===== config.mk =====
export PLATFORM = sky130hd
export DESIGN_NAME = serial_uart_tx
export DESIGN_NICKNAME = d
export VERILOG_FILES = /design/src/rtl/serial_uart_tx.sv
export SDC_FILE = /design/constraint.sdc
export NUM_CORES = 1
export LEC_CHECK = 0
export CORE_ASPECT_RATIO = 0.6
export CORE_UTILIZATION = 60
export CTS_CLUSTER_DIAMETER = 200
export DETAILED_ROUTE_END_ITERATION = 6
export HOLD_SLACK_MARGIN = 0.03
export PLACE_DENSITY = 0.81
export SETUP_SLACK_MARGIN = 0.05
export SYNTH_ARGS = -nofsm -noshare
export SYNTH_HDL_FRONTEND = slang
export SYNTH_SLANG_ARGS = --single-unit
export TNS_END_PERCENT = 50

===== constraint.sdc =====
create_clock -name clock -period 3.8 [get_ports clock]
set_clock_uncertainty 0.2 [all_clocks]
set_input_delay 0.76 -clock clock [delete_from_list [all_inputs] [get_ports clock]]
set_output_delay 0.76 -clock clock [all_outputs]
set_load 0.05 [all_outputs]

===== src/rtl/serial_uart_tx.sv =====
// Byte FIFO plus 8N1 UART transmitter fed from the processor serial port.
// Frames leave back to back while bytes are queued, with no idle gap.
module serial_uart_tx #(
  parameter int CLKS_PER_BIT = 434,
  parameter int FIFO_ADDR_W  = 4
) (
  input  logic                 clock,
  input  logic                 reset,
  input  logic [7:0]           serial_in,
  input  logic                 serial_wren_in,
  output logic                 serial_ready_out,
  output logic                 tx_out,
  output logic                 busy_out,
  output logic [FIFO_ADDR_W:0] fifo_count_out,
  output logic                 overflow_out
);

  localparam int DEPTH  = 2 ** FIFO_ADDR_W;
  localparam int BAUD_W = (CLKS_PER_BIT > 1) ? $clog2(CLKS_PER_BIT) : 1;
  localparam int CNT_W  = FIFO_ADDR_W + 1;

  localparam logic [BAUD_W-1:0] BAUD_MAX = BAUD_W'(CLKS_PER_BIT - 1);
  localparam logic [CNT_W-1:0]  FULL     = CNT_W'(DEPTH);

  typedef enum logic [1:0] {
    IDLE,
    START,
    DATA,
    STOP
  } state_t;

  state_t                 state_q, state_d;
  logic [BAUD_W-1:0]      baud_q, baud_d;
  logic [2:0]             bit_q, bit_d;
  logic [7:0]             shift_q, shift_d;
  logic                   tx_q, tx_d;
  logic                   ovf_q, ovf_d;
  logic [FIFO_ADDR_W-1:0] wr_q, wr_d;
  logic [FIFO_ADDR_W-1:0] rd_q, rd_d;
  logic [CNT_W-1:0]       cnt_q, cnt_d;
  logic [7:0]             mem_q [DEPTH];

  logic full;
  logic empty;
  logic push;
  logic pop;
  logic bit_end;

  always_comb begin
    full    = (cnt_q == FULL);
    empty   = (cnt_q == '0);
    push    = serial_wren_in && !full;
    bit_end = (baud_q == BAUD_MAX);
    pop     = !empty &&
              ((state_q == IDLE) ||
               ((state_q == STOP) && bit_end));

    state_d = state_q;
    baud_d  = bit_end ? '0 : baud_q + BAUD_W'(1);
    bit_d   = bit_q;
    shift_d = shift_q;
    tx_d    = tx_q;

    unique case (state_q)
      IDLE: begin
        baud_d = '0;
        tx_d   = 1'b1;
        if (pop) begin
          state_d = START;
          tx_d    = 1'b0;
          shift_d = mem_q[rd_q];
        end
      end
      START: begin
        if (bit_end) begin
          state_d = DATA;
          tx_d    = shift_q[0];
        end
      end
      DATA: begin
        if (bit_end) begin
          if (bit_q == 3'd7) begin
            state_d = STOP;
            bit_d   = '0;
            tx_d    = 1'b1;
          end else begin
            bit_d   = bit_q + 3'd1;
            shift_d = shift_q >> 1;
            tx_d    = shift_q[1];
          end
        end
      end
      STOP: begin
        if (bit_end) begin
          if (pop) begin
            state_d = START;
            tx_d    = 1'b0;
            shift_d = mem_q[rd_q];
          end else begin
            state_d = IDLE;
          end
        end
      end
      default: state_d = IDLE;
    endcase

    // A push while full is lost even if a pop frees a slot this cycle.
    wr_d  = push ? wr_q + FIFO_ADDR_W'(1) : wr_q;
    rd_d  = pop ? rd_q + FIFO_ADDR_W'(1) : rd_q;
    cnt_d = cnt_q + CNT_W'(push) - CNT_W'(pop);
    ovf_d = ovf_q | (serial_wren_in & full);
  end

  always_ff @(posedge clock) begin
    if (!reset) begin
      state_q <= IDLE;
      baud_q  <= '0;
      bit_q   <= '0;
      shift_q <= '0;
      tx_q    <= 1'b1;
      ovf_q   <= 1'b0;
      wr_q    <= '0;
      rd_q    <= '0;
      cnt_q   <= '0;
    end else begin
      state_q <= state_d;
      baud_q  <= baud_d;
      bit_q   <= bit_d;
      shift_q <= shift_d;
      tx_q    <= tx_d;
      ovf_q   <= ovf_d;
      wr_q    <= wr_d;
      rd_q    <= rd_d;
      cnt_q   <= cnt_d;
    end
  end

  always_ff @(posedge clock) begin
    if (push) begin
      mem_q[wr_q] <= serial_in;
    end
  end

  assign serial_ready_out = !full;
  assign tx_out           = tx_q;
  assign busy_out         = (state_q != IDLE) || !empty;
  assign fifo_count_out   = cnt_q;
  assign overflow_out     = ovf_q;

endmodule


== Word level (Yosys, flattened, before mapping) ==
Memory sizes are Yosys's and may differ from the RTL's. A register that Yosys moved wholly into a read port is not among the register bits.
Cells that the tools add are included.

* Input port bits: 11
* Bits in registers: 37
* Output and inout port bits: 9
* Memories: 1
* Logic and storage cells: 72
* RAM bits: 128

* Bitwise operators: 3
* Reductions and logical operators: 16
* Equality and inequality tests: 13
* Mux-type cells: 24
* Add/sub/neg operators: 6

{| class="wikitable"
|+ Memories
! name !! depth !! bits a word !! read ports !! clocked after memory_dff !! write ports !! RTL line !! source
|-
| mem_q || 16 || 8 || 1 || 1 || 1 || 41 || <nowiki>logic [7:0] mem_q [DEPTH];</nowiki>
|}

{| class="wikitable"
|+ Operator list
! kind !! count
|-
| 8-bit two-way mux || 4
|-
| 8-bit case mux with 3 select lines || 1
|-
| 2-bit != test, second input constant || 7
|-
| 2-bit two-way mux || 5
|-
| 9-bit by 1-bit adder with 9-bit output, second input constant || 1
|-
| 9-bit == test, second input constant || 1
|-
| 1-bit two-way mux || 9
|-
| 4-bit by 1-bit adder with 4-bit output, second input constant || 2
|-
| 4-bit two-way mux || 2
|-
| 2-bit case mux with 4 select lines || 1
|-
| 4-bit AND reduction || 2
|-
| 5-bit by 1-bit adder with 5-bit output || 1
|-
| 5-bit == test, second input constant || 1
|-
| 5-bit logical NOT || 1
|-
| 5-bit AND reduction || 1
|-
| 5-bit by 1-bit subtractor with 5-bit output || 1
|-
| 2-bit == test, second input constant || 2
|-
| 1-bit case mux with 4 select lines || 1
|-
| 3-bit by 1-bit adder with 3-bit output, second input constant || 1
|-
| 3-bit == test, second input constant || 1
|-
| 1-bit logical AND || 3
|-
| 3-bit two-way mux || 1
|-
| 3-bit nonzero test || 1
|-
| 3-bit OR reduction || 1
|-
| 9 further kinds || 11
|}

== Logic depth before layout (Yosys ltp) ==
Gate-level depths: netlist of the first run.

* Depth in word-level cells: 7
* Mapped depth: 16
* Gate-level depth less buffers: 15

== Worst setup path before layout of the first run ==
No wires, ideal clock.

* Kind: flip-flop to flip-flop
* From: register cnt_q[2], in the netlist fifo_count_out[2]
* To: register cnt_q[4], in the netlist fifo_count_out[4]
* Setup time: 116 ps
* Data arrival time: 3002 ps
* Period minus slack after synthesis: 3318 ps
* Stages on the path, launching flop included: 17
* Data required time: 3484 ps
* Buffers on the path: 1
* Path slack: 482 ps
* Path through: dfxtp_1 -> inv_1 -> ha_1 -> and4bb_2 -> nor2b_1 -> buf_2 -> inv_1 -> ha_1 -> inv_1 -> ha_1 -> inv_1 -> fa_1 -> inv_1 -> a21oi_1 -> nor2_1 -> or3_1 -> and3_1

* Longest elaborated chain between the ends: 5
* Elaborated cells on any way between the ends: 8
* Classes of those cells: add/sub: 2; eq/ne: 1; reduce/logical: 5

{| class="wikitable"
|+ Ends and longest elaborated chain
! what !! RTL line !! source
|-
| start: declaration || 40 || <nowiki>logic [CNT_W-1:0] cnt_q, cnt_d;</nowiki>
|-
| start signal: assignment || 134 || <nowiki>cnt_q <= cnt_d;</nowiki>
|-
| 5-bit == test || 50 || <nowiki>full = (cnt_q == FULL);</nowiki>
|-
| 1-bit logical NOT || 52 || <nowiki>push = serial_wren_in && !full;</nowiki>
|-
| 1-bit logical AND || 52 ||
|-
| 5-bit by 1-bit adder with 5-bit output || 110 || <nowiki>cnt_d = cnt_q + CNT_W'(push) - CNT_W'(pop);</nowiki>
|-
| 5-bit by 1-bit subtractor with 5-bit output (*) || 110 ||
|}

Mark *: on every way between the ends. The rest lies on a longest branch, timed or not.
A chain may end at the register's enable or synchronous reset.

== Worst setup path after layout of the first run ==
* From: register baud_q[1]
* To: register cnt_q[4], in the netlist fifo_count_out[4]

* Longest elaborated chain between the ends: 5

{| class="wikitable"
|+ Ends and longest elaborated chain
! what !! RTL line !! source
|-
| start: declaration || 33 || <nowiki>logic [BAUD_W-1:0] baud_q, baud_d;</nowiki>
|-
| start signal: assignment || 127 || <nowiki>baud_q <= baud_d;</nowiki>
|-
| 9-bit == test || 53 || <nowiki>bit_end = (baud_q == BAUD_MAX);</nowiki>
|-
| 1-bit logical AND || 56 || <nowiki>((state_q == STOP) && bit_end));</nowiki>
|-
| 1-bit logical OR || 55 || <nowiki>((state_q == IDLE) ||</nowiki>
|-
| 1-bit logical AND || 54 || <nowiki>pop = !empty &&</nowiki>
|-
| 5-bit by 1-bit subtractor with 5-bit output || 110 ||
|}

Every way passes these cells.

==> key figures, run 1 <==
Cells and area
  • Nets@finish: 541
  • Layout cell share with drive strength beyond 1: 12.7%
  • Final Util: 70.4%
  • Diode count: 0
  • Commonest non-fill, non-tap cell in the layout: edfxtp_1
  • Area delta synth->final: 13.3%
  • Most frequent cells in the layout: 128 x edfxtp_1, 40 x dfxtp_1, 32 x mux2i_1, 23 x nand2_1
  • Finished Layout Cells: 681

Clock tree
  • TritonCTS clock tree: built
  • # clock sinks: 169
  • Postcts setup bufs: 0
  • Total CTS buffers: 17
  • CTS resizes: 0
  • H-tree levels: 4
  • CTS Buffer Depth: 2
  • CTS root buf: clkbuf_16
  • Worst-Skew Late Latency: 0.42 ns
  • Cts hold-fix bufs: 0
  • Clk slew on worst S/H paths: 0.06 ns

Placed design
  • Placed Cells: 650
  • Port-buffer cells: 19
  • Global placer's final weighted congestion: 0.827
  • Dpl hpwl: 9.60 mm

Timing
  • Fin. max-slew vios: 0
  • RSZ-0062 raised after global routing: no
  • Fmax: 304 MHz
  • Worst hold slack: 0.263 ns
  • Headroom to the max-slew limit: 37.4%
  • Final setup viols: 0
  • Minimum clock period: 3.29 ns
  • Fin. Hold Viols: 0
  • Worst-Margin Slew: 0.939 ns
  • Final setup TNS: 0 ns
  • Tcrit/Tclk final: 86.7%

Route
  • Antenna Violating Nets Remaining: 0
  • Vias: 4085
  • DRT iter0 DRCs: 521
  • Routed WL per cell: 21.3 um
  • Drt via density: 6.00
  • Post-route DRC: 0
  • First-pass DRT Iterations: 7
  • Total wire length: 14.5 mm

Synthesis
  • EDFF count, synth: 128
  • Top cells by area, synth: edfxtp_1 54%, dfxtp_1 12%, mux2i_1 4.5%
  • Yosys warns: 0
  • Post-synthesis sequential area ratio: 65.7%
  • Distinct cells, synth: 48
  • Async set-reset flop share out of synthesis: 0%
  • Syn Nets: 512
  • Synth Register Bits: 169
  • Mapped cell area: 0.00710 mm2
  • Synth top area share: 54.2%
  • Mapped Cells: 480
  • Syn Area/Cell: 14.8 um2
  • Synth Flop Type: edfxtp_1
  • Cell taking the most area after synthesis: edfxtp_1

Critical path
  • Critical Path AT: 3.41 ns
  • Crit. Startpoint: baud_q[1]
  • R2r endpoint: fifo_count_out[4]
  • CP endpoint kind: flip-flop
  • R2R depth: 15
  • Crit path kind: reg -> reg
  • R2r startpoint: baud_q[1]
  • Crit start category: flip-flop
  • Crit Path Max Fanout: 8
  • Flop2flop setup slack: 0.51 ns
  • Worst Path Required: 3.91 ns

GRT
  • First-pass GRT wire length: 22.1 mm
  • Initial antenna violation count: 0
  • Vias in the first global route: 3966
  • All-Layer GR Usage: 25.8%
  • Largest net degree at the start of global routing: 30
  • Gr ovfl total: 0

Power and ir drop
  • Total power draw: 5.48 mW
  • Worst VDD drop: 429 uV
  • Static leakage: 2.71 nW
  • Pwr/cell area: 682 mW/mm2

Min path
  • Hold Path Sink: baud_q[0]
  • Hold depth: 1
  • Min-Delay Path Class: reg -> reg
  • Min-delay src: baud_q[0]

Floorplanning
  • Die Y: 86.2 um
  • Die area: 0.0123 mm2
  • I/O pin cnt: 20
  • Initial Util: 62.2%
  • Core area: 0.0114 mm2
  • DIE WIDTH: 142 um
  • Num rows: 30

Run status
  • Outcome: finished clean

Flow run
  • Max Cap Viol: 0
sequential cells by signal (all words and copies together), names as in the netlist, named ones only:
| signal | count |
|---|---|
| shift_q | 8 |
| mem_q | 128 |
| wr_q | 4 |
| baud_q | 9 |
| overflow_out | 1 |
| state_q | 2 |
| bit_q | 3 |
| fifo_count_out | 5 |
| tx_out | 1 |
| rd_q | 4 |
final cells by class:
cell class,instances,area [um2]
Inverter,20,75.1
Clock buffer,20,437
Multi-Input combinational cell,269,2250
Fill cell,767,3370
Timing Repair Buffer,32,288
Tap cell,160,200
Clock inverter,11,123
Sequential cell,169,4670
how the worst max path moves through the flow:
stage                              endpoint  slack (ns)
after floorplan           fifo_count_out[4]        0.48
after global routing      fifo_count_out[4]        0.28
after detailed placement  fifo_count_out[4]        0.33
after CTS                          busy_out        0.51
final                     fifo_count_out[4]        0.51
after global placement    fifo_count_out[4]        0.44
cell families (layout without fill, tap and decap cells):
kind of cell	after synthesis	after routing	share of synthesized area, %
buffers and inverters	42	83	2.56
AND/OR/NAND/NOR	114	114	8.82
flip-flops	169	169	65.7
adder cells (fa/ha/maj)	21	21	3.81
XOR/XNOR	14	14	1.73
AO/OA/AOI/OAI	63	63	5.64
multiplexers	57	57	11.7
cell usage after synthesis, types with 3 or more instances:
cell and count:
clkbuf_1 10, nor3_1 3, mux4_1 7, mux2_2 7, o21ai_0 13, nand3_1 14, mux4_2 11, ha_1 20
nor4_1 4, nor2b_1 12, and2_1 18, nor2_1 20, a31oi_1 9, nand4_1 3, a22oi_1 14, nand2_1 23
mux2i_1 32, a21oi_1 18, buf_2 6, edfxtp_1 128, inv_1 20, dfxtp_1 41, nor3b_1 5, xor2_1 7
xnor2_1 7
report_power, final:
| group | internal, mW | switching (mW) |
|---|---|---|
| logic | 0.657 | 0.849 |
| clock network | 0.964 | 0.679 |
| registers | 2.13 | 0.198 |
worst max-delay path, stage by stage (launching register included):
cell     delay (ns)
dfxtp_1        0.35
inv_1          0.05
ha_1           0.17
and4b_1        0.30
a31oi_1        0.42
nor2_2         0.12
ha_1           0.30
inv_1          0.04
ha_1           0.19
inv_1          0.07
fa_1           0.20
inv_1          0.05
a21oi_1        0.14
nor2_1         0.06
or3_1          0.34
and3_1         0.19
metrics by stage:
stage / worst slack [ns] / cell area, um2
after floorplan: 0.482 / 7100
after global placement: 0.437 / 7480
after detailed placement: 0.332 / 7480
after CTS: 0.510 / 8040
after global routing: 0.282 / 8040
final: 0.507 / 8040
layer usage:
layer	part of all wire [%]	global-route usage, %	vias to the layer above	wire, um
li1	-	-	1870	-
met1	43	38.4	1999	6230
met4	1.3	9.38	0	193
met2	44	37.3	198	6300
met3	12	6.13	18	1750
met5	0	0	-	0
No activity file was read; power rests on OpenSTA's default activity.
==> inputs of run 2 (changes only) <==
Settings changed: TNS_END_PERCENT 50 to unset.
==> results of run 2 <==
No change in the layout: final DEF, timing and power equal those of run 1.
==> inputs of run 3 (changes only) <==
Settings changed: CAP_MARGIN set to 20, DONT_BUFFER_PORTS set to 1, PLACE_DENSITY 0.81 to 0.79.
Clock period 3.8 ns to 4.2 ns, I/O delays scaled along.
==> run 3 against run 2 <==
Net effect:
- first-iteration DRC count fell by 43%
- cell count fell by 3.2%
- hold slack improved by 0.021 ns
- sequential share of layout area rose by 1.4 points
- global-route usage fell by 0.25 points
- non-clock buffer count fell by 22
- cell area fell by 2.4%
- clock power fell by 6%
- largest cell class unchanged
==> key figures, run 3 (same netlist as run 1, synthesis figures left out) <==
GRT
  • Gr ovfl total: 0
  • Vias in the first global route: 3964
  • All-Layer GR Usage: 25.5%
  • Initial antenna violation count: 0
  • First-pass GRT wire length: 22.1 mm
  • Largest net degree at the start of global routing: 33

Clock tree
  • CTS Buffer Depth: 2
  • CTS root buf: clkbuf_16
  • Clk slew on worst S/H paths: 0.07 ns
  • Worst-Skew Late Latency: 0.43 ns
  • # clock sinks: 169
  • CTS resizes: 0
  • TritonCTS clock tree: built
  • Total CTS buffers: 17
  • Cts hold-fix bufs: 0
  • Postcts setup bufs: 0
  • H-tree levels: 4

Floorplanning
  • Core area: 0.0114 mm2
  • Initial Util: 62.2%
  • Die Y: 86.2 um
  • Die area: 0.0123 mm2
  • I/O pin cnt: 20
  • Num rows: 30
  • DIE WIDTH: 142 um

Critical path
  • Crit Path Max Fanout: 7
  • Max incr delay on CP: 0.66 ns
  • Critical Path AT: 4.01 ns
  • CP delay by family, top: simple AND/OR/NAND/NOR gates
  • Most Frequent Cell on Critical Path: inv_1
  • CP cell instances: inv_1, ha_1, and4bb_2, nor2b_1, inv_1, ha_1, inv_1, ha_1, inv_1, fa_1, inv_1, a21oi_1, nor2_1, or3_1, and3_1
  • Worst Path Required: 4.32 ns
  • Crit start category: flip-flop
  • Crit path kind: reg -> reg
  • Worst path slowest cell: dfxtp_1
  • CP Buf/Inv Count: 5
  • CP endpoint kind: flip-flop

Cells and area
  • Max reg flops: 128
  • Filler instances: 779
  • Most frequent cells in the layout: 128 x edfxtp_1, 40 x dfxtp_1, 32 x mux2i_1, 23 x nand2_1
  • Biggest regs: mem_q (128), baud_q (9), shift_q (8)
  • Finished Layout Cells: 659
  • Layout cell share with drive strength beyond 1: 12.8%
  • Commonest non-fill, non-tap cell in the layout: edfxtp_1
  • Area delta synth->final: 10.6%
  • Diode count: 0
  • Most flop-heavy register: mem_q
  • Nets@finish: 519

Timing
  • Fin. Hold Viols: 0
  • Minimum clock period: 3.89 ns
  • Headroom to the max-slew limit: 34.5%
  • RSZ-0062 raised after global routing: no
  • Worst-Margin Slew: 0.979 ns
  • Final setup TNS: 0 ns
  • Fmax: 257 MHz
  • Tcrit/Tclk final: 92.6%
  • Fin. max-slew vios: 0
  • Final setup viols: 0

Route
  • DRT iter0 DRCs: 298
  • First-pass DRT Iterations: 5
  • Antenna Violating Nets Remaining: 0
  • Drt via density: 6.23
  • Post-route DRC: 0
  • Vias: 4107
  • Total wire length: 14.4 mm
  • Routed WL per cell: 21.9 um

Power and ir drop
  • Pwr/cell area: 628 mW/mm2
  • Sw Share: 31.1%
  • Clock network power share: 31.4%
  • Sequential Power Share: 43.4%
  • Combinational share of power: 25.3%
  • Worst VDD drop: 341 uV
  • Int Power: 3.39 mW
  • P_sw: 1.53 mW
  • Static leakage: 2.63 nW

Min path
  • Min-Delay Path Class: reg -> reg

Placed design
  • Port-buffer cells: 0
  • Placed Cells: 628
  • Global placer's final weighted congestion: 0.905
  • Dpl hpwl: 9.36 mm

Flow run
  • Max Cap Viol: 0

Run status
  • Outcome: finished clean
[run 3: final cells by class]
cell class | instances | area [um2] | share of cell area (%)
sequential | 169 | 4670 | 59.5
multi-input combinational | 269 | 2250 | 28.7
clock buffer | 17 | 425 | 5.42
tap | 160 | 200 | 2.55
clock inverter | 14 | 155 | 1.98
timing repair buffer | 10 | 75.1 | 0.957
inverter | 20 | 75.1 | 0.957
[run 3: stage by stage]
step	total power, mW	utilization (%)	worst slack [ns]	hold slack, ns	area, um2
6_report	4.93	68.8	0.310	0.284	7850
5_1_grt	5.13	68.8	0.0719	0.294	7850
4_1_cts	4.92	68.8	0.325	0.286	7850
3_5_place_dp	3.39	63.7	0.352	0.265	7270
3_3_place_gp	3.33	63.7	0.536	0.240	7270
2_1_floorplan	3.11	-	0.882	0.229	7100
[run 3: power groups by stage]
stage               clock [mW]  sequential, mW  combinational [mW]
floorplan                    0            2.12               0.989
global placement             0            2.16                1.17
detailed placement           0            2.17                1.22
CTS                       1.55            2.13                1.23
global route              1.62            2.15                1.36
finish                    1.54            2.14                1.24
[run 3: final timing paths]
check / startpoint / to / slack [ns] / cells past startpoint
max: fifo_count_out[2] / fifo_count_out[4] / 0.31 / 15
min: baud_q[0] / baud_q[0] / 0.28 / 1
max reg2reg: fifo_count_out[2] / fifo_count_out[4] / 0.31 / 15
min reg2reg: baud_q[0] / baud_q[0] / 0.28 / 1
[run 3: layer usage]
layer | GRT usage, % | vias to the layer above | share of wire, %
li1 | - | 1828 | -
met1 | 37.8 | 2086 | 46
met2 | 36.0 | 168 | 44
met3 | 6.80 | 25 | 7.7
met4 | 10.6 | 0 | 1.7
met5 | 0 | - | 0
==> edit (flow settings as in run 2) <==
`shift_q`, `wr_q` and `rd_q` no longer have a reset.
--- a/src/rtl/serial_uart_tx.sv
+++ b/src/rtl/serial_uart_tx.sv
@@ -116,23 +116,23 @@
       state_q <= IDLE;
       baud_q  <= '0;
       bit_q   <= '0;
-      shift_q <= '0;
       tx_q    <= 1'b1;
       ovf_q   <= 1'b0;
-      wr_q    <= '0;
-      rd_q    <= '0;
       cnt_q   <= '0;
     end else begin
       state_q <= state_d;
       baud_q  <= baud_d;
       bit_q   <= bit_d;
-      shift_q <= shift_d;
       tx_q    <= tx_d;
       ovf_q   <= ovf_d;
-      wr_q    <= wr_d;
-      rd_q    <= rd_d;
       cnt_q   <= cnt_d;
     end
+  end
+
+  always_ff @(posedge clock) begin
+    shift_q <= shift_d;
+    wr_q    <= wr_d;
+    rd_q    <= rd_d;
   end
 
   always_ff @(posedge clock) begin
Behaviour: no difference found for any inputs over 10 cycles, from zero or initial values and one cycle with reset low; that may be too few to reach the edited logic, so the function may still have changed.
==> edit against run 2 <==
Sequential cell count unchanged; setup slack worse by 0.045 ns; register-to-register slack gained 0.08 ns; die area is 1.2% lower; first-iteration DRC count is 17% lower; power grew 15%; design area is 0.12% higher; combinational power grew 30%; core utilization rose by 0.55 points; wire length fell by 5.1%; maximum frequency shrank 1.4%; largest power group unchanged; area after synthesis decreased by 1.3%; clock power rose by 8%.
==> edit: results (changes against run 2) <==
- Run status: finished clean (unchanged).
- The maximum cell stage delay along the critical path is 0.71 ns (was 0.42 ns).
- The portion of the post-synthesis area used by sequential elements is 0.689 (was 0.657).
- The number of iterations in the first detailed-routing pass is 5 (was 7).
- The number of enable flip-flop cells after synthesis is 144 (was 128).
- The first-iteration detailed-routing DRC count is 430 (was 521).
- The highest ir drop seen on vdd is 0.427 mV (was 0.429 mV).
- The kind of cell adding the most delay to the critical path is buffers and inverters (was simple AND/OR/NAND/NOR gates).
- The pin count of the biggest net entering global routing is 18 (was 30).
- The leakage power of the design came to 2.80 nW (was 2.71 nW).
- The routed metal-1 wirelength is 6.25 mm (was 6.23 mm).
- The wire length on met3 is 1.14 mm (was 1.75 mm).
- The clock root buffer master is sky130_fd_sc_hd__clkbuf_16 (unchanged).
- The global-route total usage across every layer is 0.250 (was 0.258).
- The length of routed met2 wiring was 6.21 mm (was 6.30 mm).
- The number of clock buffers inserted by TritonCTS is 17 (unchanged).
- The first-pass GRT wire length is 21.3 mm (was 22.1 mm).
- The final cell count without fillers came to 625 (was 681).
- The count of different cell masters after synthesis was 44 (was 48).
- The data arrival time of the worst path is 2.38 ns (was 3.41 ns).
- The post-CTS setup-driven buffer insertion count is 0 (unchanged).
- The count of mapped cells out of synthesis came to 414 (was 480).
- The global placer's final weighted congestion is 0.819 (was 0.827).
- The cell count after placement was 593 (was 650).
- The slowest stage cell on the critical path is sky130_fd_sc_hd__clkdlybuf4s50_1 (was sky130_fd_sc_hd__a31oi_1).
- The proportion of layout cells with a drive suffix above 1 is 0.181 (was 0.127).
- The number of global-route vias before repair is 3644 (was 3966).
- The half-perimeter wire length of the detailed placement result came to 9.13 mm (was 9.60 mm).
- The detail-routed net length per standard cell came to 22.0 um (was 21.3 um).
- Commonest cells post-synth: sky130_fd_sc_hd__edfxtp_1, sky130_fd_sc_hd__mux4_2, sky130_fd_sc_hd__dfxtp_1 (was sky130_fd_sc_hd__edfxtp_1, sky130_fd_sc_hd__dfxtp_1, sky130_fd_sc_hd__mux2i_1).
- The ratio of routed vias to standard cells is 6.07 (was 6.00).
- The total nets after synthesis is 447 (was 512).
- The slew at the pin closest to its max-slew limit is 0.883 ns (was 0.939 ns).
- The final net count is 485 (was 541).
- The worst-path maximum fanout came to 8 (unchanged).
- Most area-consuming cells after synthesis: sky130_fd_sc_hd__edfxtp_1, sky130_fd_sc_hd__mux4_2, sky130_fd_sc_hd__dfxtp_1 (was sky130_fd_sc_hd__edfxtp_1, sky130_fd_sc_hd__dfxtp_1, sky130_fd_sc_hd__mux2i_1).
-- edit: where the power goes --
group	switching (mW)	internal (mW)
Sequential	0.234	2.34
Combinational	1.08	0.882
Clock	0.698	1.07
-- edit: path summary, 6_finish.rpt --
check | start | to | slack, ns | cells past startpoint
max reg2reg | baud_q[1] | fifo_count_out[4] | 0.59 | 15
min reg2reg | baud_q[0] | baud_q[0] | 0.27 | 1
min | baud_q[0] | baud_q[0] | 0.27 | 1
max | fifo_count_out[3] | busy_out | 0.46 | 5
-- edit: area by class of cell --
type                    instances  area (um^2)
repair buffers                 33          295
inverters                      20         75.1
fillers                       732         3290
clock inverters                 7         46.3
flip-flops and latches        169         4830
clock buffers                  25          582
well taps                     160          200
multi-input cells             211         2020
-- edit: layer usage --
layer | GRT usage | vias up
met1 | 0.385 | 1952
met3 | 0.0676 | 16
met2 | 0.360 | 146
met5 | 0 | -
li1 | - | 1678
met4 | 0.0606 | 0
-- edit: kinds of logic (layout without fill, tap and decap cells) --
logic type / Yosys count / after routing / synth area share
AO/OA/AOI/OAI: 46 / 46 / 0.0472
XOR/XNOR: 16 / 16 / 0.0200
flip-flops: 169 / 169 / 0.689
buffers and inverters: 34 / 85 / 0.0225
multiplexers: 40 / 40 / 0.114
AND/OR/NAND/NOR: 87 / 87 / 0.0668
adder cells (fa/ha/maj): 22 / 22 / 0.0404
-- edit: through the flow --
stage                     total power, mW  setup WS [ns]  cell area [um^2]   util
after floorplan                      4.01          0.321              7010      -
after global placement               4.46          0.551              7420  0.655
after detailed placement             4.54          0.443              7420  0.655
after CTS                            6.30          0.445              8050  0.710
after global routing                 6.58          0.352              8050  0.710
final                                6.30          0.461              8050  0.710
